### src/rtl/bus_arbiter_rr.sv
// bus_arbiter_rr: round-robin arbiter sharing the internal CPU bus among NUM_REQ sources.
//
// Ports:
//   clk        system clock, all state updates on the rising edge
//   clr        synchronous active-high reset, has priority over everything
//   req        per-source level request, held for the duration of the transfer
//   gnt        registered one-hot grant, all-zero when the bus is idle
//   gnt_idx    registered binary index of the granted source, 0 when idle
//   gnt_valid  high while any grant is active (== |gnt)
//   rotate_ptr round-robin search start index (debug visibility)
//
// Optional feature: define ARB_TIMEOUT_EN to force rotation after MAX_HOLD
// consecutive grant cycles when another source is waiting.
module bus_arbiter_rr #(
    parameter int NUM_REQ  = 32,
    parameter int IDX_W    = 5,
    parameter int MAX_HOLD = 16
) (
    input  logic               clk,
    input  logic               clr,
    input  logic [NUM_REQ-1:0] req,
    output logic [NUM_REQ-1:0] gnt,
    output logic [IDX_W-1:0]   gnt_idx,
    output logic               gnt_valid,
    output logic [IDX_W-1:0]   rotate_ptr
);
    typedef enum logic {IDLE, GRANT} state_t;
    state_t state, state_nxt;
    logic [NUM_REQ-1:0] elig;
    logic [IDX_W-1:0]   sel;
    logic               found;
    logic               owner_req;
    logic               expire;
    logic               keep;
    logic               issue;
`ifdef ARB_TIMEOUT_EN
    localparam logic [7:0] HOLD_MAX = 8'(MAX_HOLD);
    logic [7:0] hold_cnt;
    assign expire = hold_cnt >= HOLD_MAX;
`else
    assign expire = 1'b0;
`endif
    assign owner_req = |(req & gnt);
    // The owner is masked out so a re-arbitration always rotates away from it.
    assign elig = (state == GRANT) ? (req & ~gnt) : req;
    // Walk downward so the candidate closest to rotate_ptr is written last and wins.
    always_comb begin
        sel   = '0;
        found = 1'b0;
        for (int i = NUM_REQ - 1; i >= 0; i--) begin
            int k;
            k = int'(rotate_ptr) + i;
            k = (k >= NUM_REQ) ? k - NUM_REQ : k;
            if (elig[k[IDX_W-1:0]]) begin
                sel   = k[IDX_W-1:0];
                found = 1'b1;
            end
        end
    end
    // Owner keeps the bus while requesting, unless timed out with someone waiting.
    always_comb begin
        keep      = (state == GRANT) && owner_req && (!expire || !found);
        issue     = found && !keep;
        state_nxt = (keep || issue) ? GRANT : IDLE;
    end
    always_ff @(posedge clk) begin
        if (clr) begin
            state      <= IDLE;
            gnt        <= '0;
            gnt_idx    <= '0;
            gnt_valid  <= 1'b0;
            rotate_ptr <= '0;
        end else begin
            state <= state_nxt;
            if (issue) begin
                gnt        <= {{(NUM_REQ-1){1'b0}}, 1'b1} << sel;
                gnt_idx    <= sel;
                gnt_valid  <= 1'b1;
                rotate_ptr <= (sel == IDX_W'(NUM_REQ - 1)) ? '0 : sel + 1'b1;
            end else if (!keep) begin
                gnt       <= '0;
                gnt_idx   <= '0;
                gnt_valid <= 1'b0;
            end
        end
    end
`ifdef ARB_TIMEOUT_EN
    // Counts consecutive owner cycles; stops at MAX_HOLD when nobody else waits.
    always_ff @(posedge clk) begin
        if (clr)
            hold_cnt <= '0;
        else if (issue)
            hold_cnt <= 8'd1;
        else if (keep)
            hold_cnt <= (expire || hold_cnt == 8'hFF) ? hold_cnt : hold_cnt + 8'd1;
        else
            hold_cnt <= '0;
    end
`endif
endmodule

### config.mk
export PLATFORM = sky130hd
export DESIGN_NAME = bus_arbiter_rr
export DESIGN_NICKNAME = d
export VERILOG_FILES = /design/src/rtl/bus_arbiter_rr.sv
export SDC_FILE = /design/constraint.sdc
export NUM_CORES = 1
export LEC_CHECK = 0
export CORE_MARGIN = 5
export CORE_UTILIZATION = 45
export DETAILED_ROUTE_END_ITERATION = 16
export PLACE_DENSITY_LB_ADDON = 0.3
export REMOVE_ABC_BUFFERS = 1
export SYNTH_ARGS = -nofsm -noshare
export SYNTH_HDL_FRONTEND = slang
export SYNTH_SLANG_ARGS = --single-unit
### constraint.sdc
create_clock -name clk -period 13.9 [get_ports clk]
set_clock_uncertainty 0.05 [all_clocks]
set_input_delay 3.475 -clock clk [delete_from_list [all_inputs] [get_ports clk]]
set_output_delay 3.475 -clock clk [all_outputs]
set_load 0.1 [all_outputs]
==> out/metrics.csv <==
stage,metric,value,unit
die,start_util,45.89,%
place,place.gp.congestion,1.081,
sta,slew_headroom,15.87,%
sta,drv_slew,0,
yosys,synth_cells,955,
setup_path,start_kind,primary input,
place,post-place-ws,5400,ps
die,die_w,142.8,µm
clock_network,clkTransAtPathRegs,60,ps
sta,fmax,0.1193,GHz
yosys,synth_cell_type_count,99,
finish,n_antenna_cell,0,
sta,setup_slack,5516,ps
yosys,ys_seq_elements,44,
drt,wl_per_cell,27.26,µm
drt,via_count,8942,
global_routing,grt_use_met1,43.23,%
clock_network,htree_levels,2,
yosys,yosysTopAreaCell,mux4_2,
drt,finalWirelength,33400,µm
clock_network,cts.path.max_buffers,2,
global_routing,globalRouteMet3Util,6.062,%
finish,fin_nets,1051,
clock_network,clock-sinks,44,
yosys,yosys_warnings,0,
die,core,17300,µm²
global_routing,grt_pass1_vias,8443,
place,dp_hpwl,25700,µm
setup_path,cp.required,14050,ps
die,die_area,20390,µm²
global_routing,grtUsageTotal,32.07,%
clock_network,post_cts_buffers,0,
global_routing,grt_max_degree,40,
finish,drive_above_1_share,14.50,%
die,io_pins,77,
sta,worst_slew_pin_slew,1261,ps
yosys,synth-edff-count,0,
global_routing,antenna_found_initial,0,
die,fp-row-count,48,
yosys,syn_avg_cell_area,8.312,µm²
setup_path,critPathCaptureType,flop,
finish,area_growth,12.96,%
sta,finalHoldViolCount,0,
clock_network,cts_buffers,5,
drt,route.detailed.drc,0,
yosys,synth_adder_area_share,2.837,%
status,run_status,"complete, no violations",
finish,fillers,1618,
global_routing,grt.overflow.total,0,
sta,setup_violations,0,
place,port_buffers,76,
yosys,synth_top_family_by_area,compound AO/OA/AOI/OAI gates,
yosys,synth_simple_gate_area_share,17.94,%
finish,fin_area,8966,µm²
yosys,synthXorXnorAreaFrac,4.839,%
sta,fin_crit,8384,ps
clock_network,cts-root-buf,clkbuf_16,
drt,ant_nets,0,
yosys,muxShareOfSynthArea,23.87,%
clock_network,hold_buffers,0,
hold_path,hold_path.class,flop to flop,
setup_path,crit_type,primary input to flop,
finish,multiInputGateArea,6678,µm²
yosys,synthTopCellsByArea,"mux4_2 (11%), dfxtp_1 (11%), mux2i_1 (6.8%)",
clock_network,cts_tree,yes,
drt,first_iter_violations,1256,
drt,drt-pass1-iter-count,8,
flow_run,maxCapViolCount,0,
sta,holdWs,417.7,ps
setup_path,worstPathArrival,8540,ps
sta,timing.final.crit_share,60.31,%
die,die_y,142.8,µm
global_routing,grt_use_met2,48.59,%
global_routing,grt_pass1_wl,50830,µm
place,placed_area,8788,µm²
yosys,synth_flop_cell,dfxtp_1,
setup_path,worst-path-max-fanout,8,
sta,rsz0062_at_grt,false,
yosys,yosysTopAreaCellShare,11.35,%
clock_network,clock_latency,290,ps
drt,via_per_inst,7.300,
global_routing,busiest_layer,met2,
yosys,async_flop_share,0,%
yosys,synth_area,7938,µm²
yosys,seq_area_frac_synth,11.10,%
finish,regArea,882.1,µm²
clock_network,post_cts_resized,0,
yosys,synth_compound_area_share,34.43,%
sta,setup_tns,0,ps
==> state kept, by name, indices dropped and copies added (netlist names) <==
register	count
gnt	32
gnt_idx	5
rotate_ptr	5
gnt_valid	1
state	1
==> worst max-delay path, stage by stage <==
cell and delay [ps]:
clkdlybuf4s50_1 500, a21boi_0 390, mux2i_1 280, a22oi_1 550, nand2_1 240, o22ai_1 610, nor3_1 130, o221ai_1 260
nor4bb_1 470, o2111a_1 220, a21o_1 190, ha_1 280, ha_1 180, inv_1 40, or4_1 510, a21oi_1 180
==> kinds of logic (layout without fill, tap and decap cells) <==
family                     Yosys count  count (layout)
AOI/OAI and AO/OA                  361             361
xor gates and xnor gates            40              40
adders and majority gates           18              18
buffers and inverters               76             121
DFF                                 44              44
muxes                              127             127
and+or+nand+nor                    289             289
==> Yosys cell counts, drive strengths merged, types with 12 or more instances <==
library cell  number
xnor2             34
o21ai             56
mux2              23
inv               23
mux2i             63
o22ai             45
nand2            114
buf               27
a21boi            40
dfxtp             44
nor2              64
a32o              25
mux4              41
nor3              23
a21oi             43
ha                18
clkbuf            24
a22oi             30
o211ai            12
==> final timing paths <==
| kind | to | depth (start not counted) | start | slack (ps) |
|---|---|---|---|---|
| max reg2reg | rotate_ptr[3] | 20 | rotate_ptr[0] | 7220 |
| max | gnt[7] | 16 | req[3] | 5520 |
| min | gnt_idx[2] | 2 | gnt_idx[2] | 420 |
| min reg2reg | gnt_idx[2] | 2 | gnt_idx[2] | 420 |
==> routing by layer <==
metal | vias up | share of wire (%)
met4 | 0 | 6.2
met1 | 4246 | 40
met5 | - | 0
met3 | 119 | 11
met2 | 692 | 43
li1 | 3885 | -
==> area by class of cell <==
class | instances | share of cell area (%)
clock buffers | 6 | 1.549
clock inverters | 2 | 0.4326
inverters | 25 | 1.075
multi-input cells | 835 | 74.48
flip-flops and latches | 44 | 9.838
well taps | 225 | 3.140
repair buffers | 88 | 9.489
==> cells in the final DEF, fill, tap and decap left out, types with 6 or more instances in the layout <==
master,count
a211oi_1,10
a21boi_0,11
a21boi_1,13
a21boi_2,16
a21oi_1,43
a221oi_1,8
a22o_1,11
a22oi_1,29
a31oi_1,6
a32o_1,25
and2_1,6
and3_1,9
buf_4,12
clkdlybuf4s50_1,76
dfxtp_1,43
ha_1,18
inv_1,18
mux2_2,19
mux2i_1,54
mux4_2,40
nand2_1,112
nand2b_1,7
nand3_1,11
nand4_1,10
nor2_1,63
nor3_1,21
o211ai_1,12
o21a_1,6
o21ai_0,54
o22ai_1,43
or2_2,9
or3_1,7
xnor2_1,32
==> metrics by stage <==
step                util (%)  cells
floorplan                  -    904
global placement       50.81   1217
detailed placement     50.81   1217
CTS                    51.84   1225
global route           51.84   1225
finish                 51.84   1225
Power is not shown: default switching activity piles up to over one toggle a cycle in this logic, so the estimate is an artifact.
